`src/rtl/lsu_arbiter.sv`:
```
// Purpose : two-requester front end that shares one LSU port between the core (r0) and debug/DMA (r1).
// Latency : grant in cycle 0 (combinational ready), LSU issue in cycle 1, rvalid + rdata in cycle 3.
// Backpr. : ready is only offered in IDLE, so at most one transaction is in flight; a requester simply
//           holds valid until it sees ready, and may withdraw valid beforehand without side effects.
//
// Ports
//   clk, rst_n                 clock, asynchronous active-low reset
//   rN_valid_i                 request pending from requester N (0 = core, 1 = debug/DMA)
//   rN_addr_i / rN_wdata_i     16-bit address, 32-bit store data
//   rN_wren_i / rN_funct3_i    1 = store / 0 = load, access size and sign
//   rN_ready_o                 request accepted this cycle
//   rN_rvalid_o                one-cycle response pulse, rdata_o valid alongside it
//   rdata_o                    load result shared by both requesters, 0 for a store
//   lsu_addr_o .. lsu_funct3_o command towards the LSU (held between transactions)
//   lsu_ld_data_i              LSU load data, valid one cycle after issue
//   busy_o                     transaction in flight
module lsu_arbiter #(
    parameter int ARB_MODE = 0   // 0 = round-robin, 1 = fixed priority to requester 0
) (
    input  logic        clk,
    input  logic        rst_n,

    input  logic        r0_valid_i,
    input  logic [15:0] r0_addr_i,
    input  logic [31:0] r0_wdata_i,
    input  logic        r0_wren_i,
    input  logic [2:0]  r0_funct3_i,
    output logic        r0_ready_o,
    output logic        r0_rvalid_o,

    input  logic        r1_valid_i,
    input  logic [15:0] r1_addr_i,
    input  logic [31:0] r1_wdata_i,
    input  logic        r1_wren_i,
    input  logic [2:0]  r1_funct3_i,
    output logic        r1_ready_o,
    output logic        r1_rvalid_o,

    output logic [31:0] rdata_o,

    output logic [15:0] lsu_addr_o,
    output logic [31:0] lsu_st_data_o,
    output logic        lsu_wren_o,
    output logic [2:0]  lsu_funct3_o,
    input  logic [31:0] lsu_ld_data_i,

    output logic        busy_o
);

    localparam bit FIXED_PRIO = (ARB_MODE == 1);

    typedef enum logic [1:0] {
        IDLE  = 2'd0,
        ISSUE = 2'd1,
        RESP  = 2'd2
    } state_e;

    typedef struct packed {
        logic [15:0] addr;
        logic [31:0] wdata;
        logic        wren;
        logic [2:0]  funct3;
    } cmd_t;

    state_e      state_q, state_d;
    cmd_t        cmd_q, cmd_d;
    logic        last_q, last_d;      // requester granted most recently (0 or 1)
    logic        win_q, win_d;        // owner of the transaction in flight
    logic [1:0]  rvalid_q, rvalid_d;  // bit N = response pulse for requester N
    logic [31:0] rdata_q, rdata_d;

    logic        gnt0, gnt1;
    cmd_t        req0, req1;

    assign req0 = '{addr: r0_addr_i, wdata: r0_wdata_i, wren: r0_wren_i, funct3: r0_funct3_i};
    assign req1 = '{addr: r1_addr_i, wdata: r1_wdata_i, wren: r1_wren_i, funct3: r1_funct3_i};

    // Arbitration. Gated with rst_n so no ready escapes while reset is held,
    // even though the state register already reads IDLE.
    always_comb begin
        gnt0 = 1'b0;
        gnt1 = 1'b0;
        if (rst_n && (state_q == IDLE)) begin
            if (r0_valid_i && r1_valid_i) begin
                // Tie: fixed priority always picks r0; round-robin picks the
                // requester that did not win last time.
                if (FIXED_PRIO || last_q) begin
                    gnt0 = 1'b1;
                end else begin
                    gnt1 = 1'b1;
                end
            end else begin
                gnt0 = r0_valid_i;
                gnt1 = r1_valid_i;
            end
        end
    end

    // Next-state logic.
    always_comb begin
        state_d  = state_q;
        cmd_d    = cmd_q;
        last_d   = last_q;
        win_d    = win_q;
        rvalid_d = 2'b00;
        rdata_d  = rdata_q;

        case (state_q)
            IDLE: begin
                if (gnt0 || gnt1) begin
                    cmd_d   = gnt1 ? req1 : req0;
                    win_d   = gnt1;
                    last_d  = gnt1;
                    state_d = ISSUE;
                end
            end
            ISSUE: begin
                state_d = RESP;
            end
            RESP: begin
                // LSU load data is valid now (one cycle after issue); stores
                // return zero so a stale load value never leaks to the owner.
                rvalid_d = {win_q, ~win_q};
                rdata_d  = cmd_q.wren ? 32'h0 : lsu_ld_data_i;
                state_d  = IDLE;
            end
            default: begin
                state_d = IDLE;
            end
        endcase
    end

    // State registers. Reset lands last_q on requester 1 so r0 wins the first tie.
    always_ff @(posedge clk or negedge rst_n) begin
        if (!rst_n) begin
            state_q  <= IDLE;
            cmd_q    <= '0;
            last_q   <= 1'b1;
            win_q    <= 1'b0;
            rvalid_q <= 2'b00;
            rdata_q  <= 32'h0;
        end else begin
            state_q  <= state_d;
            cmd_q    <= cmd_d;
            last_q   <= last_d;
            win_q    <= win_d;
            rvalid_q <= rvalid_d;
            rdata_q  <= rdata_d;
        end
    end

    assign r0_ready_o    = gnt0;
    assign r1_ready_o    = gnt1;
    assign r0_rvalid_o   = rvalid_q[0];
    assign r1_rvalid_o   = rvalid_q[1];
    assign rdata_o       = rdata_q;

    // The command register drives the LSU continuously so address/data/funct3
    // hold the last command between transactions; the write strobe is only
    // opened during ISSUE, and it drops the instant reset forces IDLE.
    assign lsu_addr_o    = cmd_q.addr;
    assign lsu_st_data_o = cmd_q.wdata;
    assign lsu_funct3_o  = cmd_q.funct3;
    assign lsu_wren_o    = (state_q == ISSUE) && cmd_q.wren;

    assign busy_o        = (state_q != IDLE);

endmodule

```
`config.mk`:
```
export PLATFORM = sky130hd
export DESIGN_NAME = lsu_arbiter
export DESIGN_NICKNAME = d
export VERILOG_FILES = /design/src/rtl/lsu_arbiter.sv
export SDC_FILE = /design/constraint.sdc
export NUM_CORES = 1
export LEC_CHECK = 0
export BUFFER_PORTS_ARGS = -buffer_cell sky130_fd_sc_hd__buf_4
export CAP_MARGIN = 20
export CORE_AREA = 2 2 105 107
export CTS_CLUSTER_DIAMETER = 150
export DETAILED_ROUTE_END_ITERATION = 16
export DIE_AREA = 0 0 107 109
export GPL_TIMING_DRIVEN = 0
export PLACE_DENSITY = 0.85
export SYNTH_ARGS = -nofsm -noshare
export SYNTH_HDL_FRONTEND = slang
export SYNTH_SLANG_ARGS = --single-unit
```
`constraint.sdc`:
```
create_clock -name clk -period 2.05 [get_ports clk]
set_input_delay 0.205 -clock clk [delete_from_list [all_inputs] [get_ports clk]]
set_output_delay 0.205 -clock clk [all_outputs]
set_load 0.05 [all_outputs]
```
==> results of run 1 <==
==> timing repair <==
action                                  CTS  global route
endpoints found under the hold margin    89            89
endpoints found under the setup margin   56             2
resized for setup                         6             0
cloned                                    0             0
setup buffers                             2             3
pin swaps                                 1             1
==> sequential cells by signal (all words and copies together) (netlist names) <==
signal and count:
lsu_st_data_o 32, rdata_o 32, lsu_addr_o 16, lsu_funct3_o 3
rvalid_q 2, state_q 2, cmd_q 1, last_q 1
win_q 1
==> cell families (layout without fill, tap and decap cells) <==
kind of cell	count (synthesis)	after routing	synth area share [%]
compound gates	193	193	22.8
buf+inv	104	351	15.1
flops	90	90	48.2
simple gates	127	127	14.0
==> per-layer routing <==
layer / track usage (%) / part of all wire [%]
met1: 31.3 / 40
met2: 47.2 / 51
met3: 4.36 / 7.4
met4: 7.88 / 1.4
met5: 0 / 0
==> worst max-delay path, cell delays in order (launching register included) <==
cell      delay (ps)
dfrtp_1          390
or3b_4           440
buf_6            170
a211oi_4         180
buf_6            190
==> placed cells by master (no fill, tap or decap), types with 10 or more instances in the layout <==
cell type,count
buf_6,12
a21oi_1,52
nand2_1,32
buf_4,289
dfrtp_1,89
clkbuf_8,10
o21ai_0,42
o21ai_1,42
a31oi_1,52
nand2b_1,33
nand3_1,52
clkbuf_1,24
==> per-stage QoR <==
step / total power [mW] / std cells / setup slack, ps / util [%] / hold WS [ps]
global placement: 6.68 / 882 / -541 / 61.9 / 408
CTS: 7.94 / 899 / -2.72 / 64.0 / -204
global route: 8.30 / 901 / 11.0 / 64.1 / -191
finish: 7.92 / 901 / 135 / 64.1 / -233
detailed placement: 6.78 / 882 / -579 / 61.9 / 411
floorplan: 5.43 / 514 / 51.7 / - / -90.6
==> path summary, 6_finish.rpt <==
check	startpoint	end	slack, ps	cells after the start
worst max-delay path	state_q[0]$_DFFE_PN0P_	r0_ready_o	130	4
worst min-delay path	rst_n	lsu_addr_o[8]$_DFFE_PN0P_	-230	1
worst max register to register	state_q[1]$_DFFE_PN0P_	cmd_q[3]$_DFFE_PN0P_	160	5
worst min register to register	win_q$_DFFE_PN0P_	rvalid_q[0]$_DFF_PN0_	450	1
max in group asynchronous	rst_n	rdata_o[20]$_DFFE_PN0N_	1870	1
min in group clk	lsu_ld_data_i[30]	rdata_o[30]$_DFFE_PN0N_	100	3
==> power groups by stage <==
stage | Clock, mW | Combinational, mW | Sequential (mW)
detailed placement | 0 | 4.20 | 2.58
finish | 1.15 | 4.22 | 2.55
global route | 1.24 | 4.45 | 2.61
global placement | 0 | 4.13 | 2.54
CTS | 1.17 | 4.23 | 2.55
floorplan | 0 | 2.21 | 3.22
==> layout make-up <==
| class | count | area share, % |
|---|---|---|
| buffer | 99 | 9.98 |
| tap | 140 | 2.58 |
| clock inverter | 6 | 0.718 |
| clock buffer | 10 | 2.02 |
| timing repair buffer | 233 | 26.0 |
| multi-input combinational | 320 | 25.4 |
| inverter | 3 | 0.166 |
| sequential | 90 | 33.1 |
==> metrics list, run 1 <==
- The setup path with the least slack is of type reg2out.
* Setup Viol. Count Final: 0
* Final hold slack: -233 ps
* Number of distinct library cell variants in the gate-level netlist after synthesis: 27
- The count of nets left with antenna violations once routing finished came out at 0.
- Total Die Area: 11,700 um^2
- Kind of launch point of the worst setup path: flop
* Syn-to-layout area delta: 45.4%
* Mean post-synth cell area: 9.10 um^2
- Required @ worst endpoint: between 1500 and 2000 ps
- The number of antenna violations at the first check in global routing was 0.
- Result of the run: complete, but fails checks
- Largest area contributor in the netlist: dfrtp_1
- Max VDD drop: between 800 and 900 uV
- The first routing iteration left around 420 violations.
- Counting along the longest clock path gives a buffer depth of 2.
- Leading cell types by total area after synthesis: dfrtp_1 48%, buf_4 9.3%, a31oi_1 7.0%
* Remaining routing DRC violations: 0
* Sw Share: between 40% and 50%
* Clock root buffer master: clkbuf_8
- Hold Crit Class: in2async
- The first global-routing pass estimated between 20,000 and 25,000 um of wire.
- The region available for standard cell placement spans approximately 11,000 um^2.
- At the end of routability-driven placement, the weighted congestion stood at 0.840.
* Clock sinks: 90
- The die is 107 um wide.
- Starting density of the core: between 40 and 50%
- Total number of vias: between 4,000 and 5,000
* Routed WL: approximately 15,000 um
* Synth async-reset ratio: between 90% and 100%
- For the final database, setup skew stands at ~14 ps.
- Unrepaired setup endpoints after global routing: false
- Synthesis inferred 90 register bits.
* Clock transition at the registers of the reported paths: ~90 ps
- I/O pin count: between 200 and 250
* Netlist area before placement: around 4700 um^2
* Number of flops mapped to enable cells by yosys: 0
* Leakage power total: roughly 3.1 nW
* Fillers: 874
- Summed over all failing endpoints, the final setup total negative slack is 0 ps.
* F_max: 522 MHz
- The H-tree was split into 3 levels.
- Tightest Pin Transition: 514 ps
- The wire-length estimate of the detail-placed layout is between 10,000 and 15,000 um.
- Summing all flip-flop and latch instances after layout gives 2250 um^2.
- Data arrival time of the worst path: ~1700 ps
* Peak fanout along the critical path: 10
- STA classifies the critical path endpoint as an output port.
- Net count of the mapped netlist: 654
- Share of power burned in the clock network: about 14%
* Top cell type's share of synthesized area: a little under half
* Via density per instance: approximately 5.3
* P per Cell Area: 1170 nW/um^2
- Dividing the final minimum period by the clock period gives between 90% and 100%.
- Row generation in the floorplan step produced 38 rows.
- Drt wl/cell: 16.9 um
* Failing checks: hold timing
- Combinational logic burns ~53% of the power.
- Diodes inserted: 0
* Number of hold violations in the final report: 89
* Final instance area: a little under 7000 um^2
- Subtracting the final worst setup slack from the clock period gives roughly 1900 ps.
* Final #Nets: 896
- Across the run, the number of max-cap violations was 0.
- Yosys synthesis warning count: 0
- Detailed-routing iteration count for the pre-antenna-repair pass: 5
* Internal power contribution: 4.25 mW
* Worst slew slack as a fraction of its limit: 65.7%
- The max-slew violation count is 0.
* Clock buffer count from CTS: 9
- Seq/Total Area, Yosys: between 40% and 50%
- From bottom edge to top edge, the die measures 109 um.
* Commonest cells post-synth: 89 x dfrtp_1, 58 x buf_4, 52 x a21oi_1, 52 x a31oi_1, 52 x nand3_1
* Overall fraction of global-route tracks in use: 25.9%
* IO Port Bufs: approximately 230
- Gate count of the mapped netlist: 514
- Combined area of the multi-input logic cells: 1730 um^2
- Global routing finished with a remaining overflow of 0.
- Maximum number of pins on one net before global-route repair: 93
- Fraction of layout cells with a size suffix above 1: a little over two fifths
- Once placement finished, the instance area stood at about 6600 um^2.
* Sequential share of power: between 30% and 40%
- TritonCTS built the clock tree.
- Predominant post-synthesis flop cell: dfrtp_1
* Top-count cell post-synth: dfrtp_1
- Reported net switching power: approximately 3.7 mW
- Via count of the first global-routing pass: 4,695
- Clk_lat worst skew: 350 ps
No activity file was read; power rests on OpenSTA's default activity.
==> run 2, diff against run 1 <==
--- a/config.mk
+++ b/config.mk
@@ -7,12 +7,14 @@
 export LEC_CHECK = 0
 export BUFFER_PORTS_ARGS = -buffer_cell sky130_fd_sc_hd__buf_4
 export CAP_MARGIN = 20
-export CORE_AREA = 2 2 105 107
+export CELL_PAD_IN_SITES_DETAIL_PLACEMENT = 2
+export CELL_PAD_IN_SITES_GLOBAL_PLACEMENT = 2
+export CORE_AREA = 2 2 133 135
 export CTS_CLUSTER_DIAMETER = 150
 export DETAILED_ROUTE_END_ITERATION = 16
-export DIE_AREA = 0 0 107 109
+export DIE_AREA = 0 0 135 137
 export GPL_TIMING_DRIVEN = 0
-export PLACE_DENSITY = 0.85
+export PLACE_DENSITY = 0.92
 export SYNTH_ARGS = -nofsm -noshare
 export SYNTH_HDL_FRONTEND = slang
 export SYNTH_SLANG_ARGS = --single-unit
==> run 2 against run 1 <==
Worst hold slack improved by 340 ps. Largest cell class unchanged. Maximum frequency decreased by 1.6%. Global-route usage decreased by 4.4 points. The flow now finishes without violations. Non-clock buffer count increased by 10. Cell area increased by 6.0%. Critical path type unchanged. Clock power increased by 63%. Sequential share of layout area decreased by 1.9 points. Register-to-register slack got worse by 30 ps. Routed wire length increased by 35%. Via count increased by 2.9%. Power increased by 11%. Sequential power about the same.
==> metrics list, run 2 (synthesized netlist as in run 1, its figures left out) <==
* Result of the run: completed
- Kind of launch point of the worst setup path: flop
- Clk_lat worst skew: around 350 ps
- Final GP Congestion: about 0.77
- Final global-route overflow total: 0
* Leakage power total: approximately 3.3 nW
- Clock transition at the registers of the reported paths: ~70 ps
* Least setup slack across all paths after layout: slightly above 100 ps
- Starting density of the core: 27.4%
- Share of the clock period used by the worst path: 94.9%
- Total number of vias: 4,915
- Clock buffer count from CTS: 9
* Tightest Pin Transition: approximately 900 ps
- Global-route wire length before repair: 30,400 um
* Overall fraction of global-route tracks in use: around 22%
* Diodes inserted: 0
- Die width: 135 um
- Via count of the first global-routing pass: 5,346
- For the finished layout, the period the worst path requires is around 2000 ps.
- The die is 137 um tall.
- In the final routed layout, each cell accounts on average for approximately 21 um.
- Total negative slack: 0 ps
- At the worst endpoint, the arrival time is about 1700 ps.
- In this run the worst path has a maximum fanout of 17.
* Total Die Area: roughly 18,000 um^2
- By startpoint and endpoint, the worst setup path is classified as reg2out.
- For this run, design rule violations remaining after detail routing come to 0.
* Final instance area: roughly 7000 um^2
- The max-slew violation count came to 0.
- Setup violations remaining at the end of the flow were counted as 0.
- Worst slack, placed: -473 ps
- Detailed-routing iteration count for the pre-antenna-repair pass: 4
* Worst slew slack as a fraction of its limit: roughly two fifths
- During I/O placement, the number of pins put on the boundary was 229.
- The number of antenna violations at the first check in global routing was 0.
- Remaining antenna violation count: 0
* Number of hold violations in the final report: 0
- F_max: 514 MHz
- Unrepaired setup endpoints after global routing: false
* Number of violations reported at the end of detailed-routing iteration 0: ~130
- The floorplan has between 40 and 50 rows.
- In this run, placement finished with an instance count of 968.
- Cells with a size suffix above 1 make up a little over two fifths of the layout.
- Most frequent cells in the layout: 290 x buf_4, 89 x dfrtp_1, 52 x nand3_1, 52 x a21oi_1, 52 x a31oi_1
- CTS saw 90 sinks.
- Max-cap violation count: 0
- Final #Nets: 906
- Post-detail-place hpwl: around 15,000 um
* Most common cell after layout, fill and taps aside: buf_4
* Max VDD drop: 423 uV
- Total Power: just under 9 mW
- Floorplan core area: roughly 17,000 um^2
- Final standard cell count with taps included and fillers excluded: approximately 1,000
- Hold Crit Class: in2reg
- Input and output buffers added on the ports amount to about 230.
- On the critical path, the stage with the largest delay is an instance of or3b_4.
- The worst setup path is captured at an output port.
* Critical path cell sequence: or3b_4 -> a211oi_2 -> buf_6
- Maximum number of pins on one net before global-route repair: 37
- In this run the cell area measured after placement is about 6700 um^2.
- H-tree levels: 3
- Wires add up to approximately 21,000 um.
- Via density per instance: about 4.9
- On the final layout, the worst hold slack is between 100 and 150 ps.
- Cells fill 42.2% of the core in the end.
* Clock root buffer master: clkbuf_16
* CP max stage delay: about 530 ps
* Required @ worst endpoint: ~1900 ps
* Syn-to-layout area delta: 54.1%
- Clock skew on the completed layout was measured at ~8.6 ps.
- TritonCTS clock tree: yes
* P per Cell Area: about 1200 nW/um^2
- Counting along the longest clock path gives a buffer depth of 2.
## run 2: cell count changes in the layout (fill, tap and decap cells not counted), moves of 2 or more
cell | previous run | this run
clkbuf_16 | 0 | 9
clkbuf_8 | 10 | 1
dlygate4sd3_1 | 0 | 5
buf_16 | 0 | 2
bufinv_16 | 0 | 2
## run 2: power breakdown
group | switching, mW | leakage [nW] | internal (mW) | total, mW
clock network | 0.774 | 0.155 | 1.11 | 1.88
logic | 2.83 | 2.07 | 1.54 | 4.37
registers | 0.316 | 1.07 | 2.26 | 2.57
## run 2: layer usage
metal  up-vias  track usage (%)  share of wire (%)
li1       2266                -                  -
met1      2459             25.6                 41
met2       156             38.9                 52
met3        34             3.78                4.8
met4         0             7.81                2.7
met5         -                0                  0
## run 2: path summary, 6_finish.rpt
path	start	to	slack, ps	cells past startpoint
worst max-delay path	state_q[0]$_DFFE_PN0P_	r0_ready_o	100	3
worst min-delay path	lsu_ld_data_i[25]	rdata_o[25]$_DFFE_PN0N_	110	3
worst max register to register	state_q[0]$_DFFE_PN0P_	lsu_st_data_o[9]$_DFFE_PN0P_	130	7
worst min register to register	win_q$_DFFE_PN0P_	rvalid_q[0]$_DFF_PN0_	430	1
max in group asynchronous	rst_n	rvalid_q[0]$_DFF_PN0_	770	4
min in group asynchronous	rst_n	rdata_o[21]$_DFFE_PN0N_	510	4
## run 2: final cells by class
cell class | instances | area (um^2)
Inverter | 3 | 11.3
Clock buffer | 10 | 239
Buffer | 98 | 667
Clock inverter | 6 | 88.8
Sequential cell | 90 | 2250
Timing Repair Buffer | 244 | 1940
Tap cell | 225 | 282
Multi-Input combinational cell | 320 | 1720
Fill cell | 1907 | 9850
## run 2: what timing repair did
action,4_1_cts,5_1_grt
gates resized for setup,8,0
endpoints found under the hold margin,60,46
setup endpoints to repair,30,1
setup buffers,2,5
pin swaps,1,2
gates cloned,1,0
## run 2: critical path: cells and delay by family (launching register included)
kind | cells | cell delay (ps)
buffers and inverters | 1 | 190
AND/OR/NAND/NOR | 1 | 530
flip-flops | 1 | 400
AO/OA/AOI/OAI | 1 | 260
==> run 3, diff against run 2 <==
--- a/config.mk
+++ b/config.mk
@@ -6,14 +6,14 @@
 export NUM_CORES = 1
 export LEC_CHECK = 0
 export BUFFER_PORTS_ARGS = -buffer_cell sky130_fd_sc_hd__buf_4
-export CAP_MARGIN = 20
+export CAP_MARGIN = 0
 export CELL_PAD_IN_SITES_DETAIL_PLACEMENT = 2
 export CELL_PAD_IN_SITES_GLOBAL_PLACEMENT = 2
 export CORE_AREA = 2 2 133 135
 export CTS_CLUSTER_DIAMETER = 150
 export DETAILED_ROUTE_END_ITERATION = 16
 export DIE_AREA = 0 0 135 137
-export GPL_TIMING_DRIVEN = 0
+export GPL_TIMING_DRIVEN = 1
 export PLACE_DENSITY = 0.92
 export SYNTH_ARGS = -nofsm -noshare
 export SYNTH_HDL_FRONTEND = slang
==> run 3 against run 2 <==
Power is 9.3% lower. Combinational power fell by 12%. Largest cell class is now registers. Die area unchanged. Largest power group unchanged. First-iteration DRC count rose by 5.4%. Sequential cell count is the same. Worst setup slack got worse by 67 ps. Clock skew down 2.1 ps. Core utilization down 4.2 points.
==> metrics list, run 3 (synthesized netlist as in run 1, its figures left out) <==
- P per Cell Area: around 1200 nW/um^2
- In this run the core area contains 48 standard-cell rows.
* IO Port Bufs: 228
- The worst-case IR drop observed on VDD is between 400 and 500 uV.
- Final setup skew: between 6 and 7 ps
- Clock transition at the registers of the reported paths: roughly 70 ps
- Final instance area: 6490 um^2
* Most common cell after layout, fill and taps aside: buf_4
- The number of global-route vias before repair came to a little under 5,000.
- In this run the most critical hold path is launched from lsu_ld_data_i[30].
- At the pin with the least slew margin, the transition time is roughly 640 ps.
- Across all setup checks in the final design, the least slack found is 36.6 ps.
- Launching instance or port of the critical path: rst_n
* Remaining routing DRC violations: 0
- The final hold violation count is 0.
* Floorplan core area: between 15,000 and 20,000 um^2
* H-tree levels: 3
- After routing, the total negative slack on setup checks comes to 0 ps.
* Die width: between 100 and 150 um
* Post-detail-place hpwl: about 13,000 um
* Antenna violations before repair: 0
- Clock sinks: 90
- Via density per instance: just under 5
- Share of power burned in the clock network: around a fifth
- TritonCTS built the clock tree.
* Comb pwr share: 48.3%
- Sw Share: between 40 and 50%
- The area growth from synthesis to layout is 38.8%.
- The critical path in this run is classified as in2out.
- Slowest cell on crit path: dlygate4sd3_1
* Detailed-routing iteration count for the pre-antenna-repair pass: 4
* Clk_lat worst skew: between 300 and 400 ps
- In this run the vertical extent of the chip is 137 um.
* Starting density of the core: a little over a quarter
- Peak fanout along the critical path: 6
- In this run, flip-flops and latches consume ~32% of the power.
- Critical Path Sink Type: output port
* Leakage power total: 2.89 nW
- At the worst endpoint, the arrival time is 1810 ps.
- Fillers: 1,918
- In this run the remaining antenna-violating nets after routing total 0.
* Clock buffer count from CTS: 9
- After detailed routing, the total wire length is 17,800 um.
- STA classifies the critical path startpoint as an input pin.
- After the first detailed-routing iteration, the DRC count stood at between 100 and 150.
- 229 I/O pins were placed.
* Internal power contribution: about 4.3 mW
- The max-slew violation count is 0.
* Total Die Area: 18,500 um^2
* Overall fraction of global-route tracks in use: between 10% and 20%
- Across the run, the number of max-cap violations was 0.
- The routed layout has about 4,500 vias.
- The completed layout was analyzed and its total power is 8.01 mW.
- Cells fill 38.1% of the core in the end.
- Required @ worst endpoint: 1850 ps
- The routed design could run at a clock period as short as 2010 ps.
- For this run, the post-layout net count is 813.
- Worst slew slack as a fraction of its limit: 57.1%
- Reported net switching power: around 3.7 mW
- Setup violations remaining at the end of the flow were counted as 0.
- Global-route wire length before repair: between 20,000 and 30,000 um
* Final global-route overflow total: 0
- F_max: 497 MHz
- Final GP Congestion: around 0.76
- Placed inst area: 6150 um^2
- Result of the run: completed
- In the final layout, flip-flops and latches occupy 2250 um^2.
* Maximum count of clock buffers along a single path: 2
- In this design, the stage delay of the slowest critical-path cell is 570 ps.
- Setup repair after global routing could not meet its margin everywhere.
- After layout, the worst path uses roughly 98% of the clock period.
- Fraction of layout cells with a size suffix above 1: 40.7%
- The root buffer cell chosen for the clock tree is clkbuf_16.
- Most frequent CP cell: buf_6
- Worst slack, placed: between 70 and 80 ps
- Most frequent cells in the layout: 242 x buf_4, 89 x dfrtp_1, 52 x nand3_1, 52 x a21oi_1, 51 x a31oi_1
- 0 antenna diodes ended up in the layout.
* Maximum number of pins on one net before global-route repair: between 60 and 70
- The worst register-to-register path begins at state_q[1]$_DFFE_PN0P_.
- Critical path cell sequence: dlygate4sd3_1 -> buf_6 -> or3b_4 -> buf_4 -> nor2_2 -> buf_6
- Hold Crit Class: in2reg
- Combined area of the multi-input logic cells: approximately 1800 um^2
- In the final routed layout, each cell accounts on average for between 15 and 20 um.
[run 3: per-stage QoR]
stage	std cells	hold WS [ps]
2_1_floorplan	514	-90.6
3_3_place_gp	882	22.2
3_5_place_dp	882	25.0
4_1_cts	903	108
5_1_grt	903	119
6_report	903	127
[run 3: what timing repair did]
item / 4_1_cts / 5_1_grt
hold buffers: 1 / 0
hold endpoints to repair: 3 / 0
endpoints found under the setup margin: 2 / 33
setup buffers: 4 / 0
resized for setup: 1 / 6
pin swaps: 1 / 1
[run 3: final timing paths]
check                           slack, ps  depth (start not counted)                             to
worst min-delay path                  130                          3        rdata_o[30]$_DFFE_PN0N_
worst max register to register        190                          6   lsu_st_data_o[9]$_DFFE_PN0P_
min in group asynchronous             260                          2           cmd_q[3]$_DFFE_PN0P_
worst max-delay path                   40                          6                     r1_ready_o
worst min register to register        450                          1          rvalid_q[0]$_DFF_PN0_
max in group asynchronous             360                          4  lsu_st_data_o[18]$_DFFE_PN0P_
[run 3: final cells by class]
| cell class | count | area share (%) |
|---|---|---|
| Tap cell | 225 | 4.34 |
| Clock buffer | 11 | 3.59 |
| Sequential cell | 90 | 34.7 |
| Inverter | 3 | 0.174 |
| Clock inverter | 5 | 0.578 |
| Multi-Input combinational cell | 320 | 27.0 |
| Timing Repair Buffer | 249 | 29.6 |
[run 3: power by group through the flow]
stage          combinational (mW)  sequential [mW]  clock [mW]
6_report                     3.86             2.59        1.55
5_1_grt                      4.09             2.65        1.67
4_1_cts                      3.89             2.60        1.61
3_5_place_dp                 3.87             2.62           0
3_3_place_gp                 3.73             2.57           0
2_1_floorplan                2.21             3.22           0
[run 3: worst max-delay path: cells and delay by family]
family	cells	cell delay, ps
simple gates	2	540
buf+inv	4	1050
[run 3: metal layers]
metal	share of wire, %	track usage [%]
met5	0	0
met4	1.9	6.60
met3	4.9	3.26
met2	54	34.9
met1	40	22.6
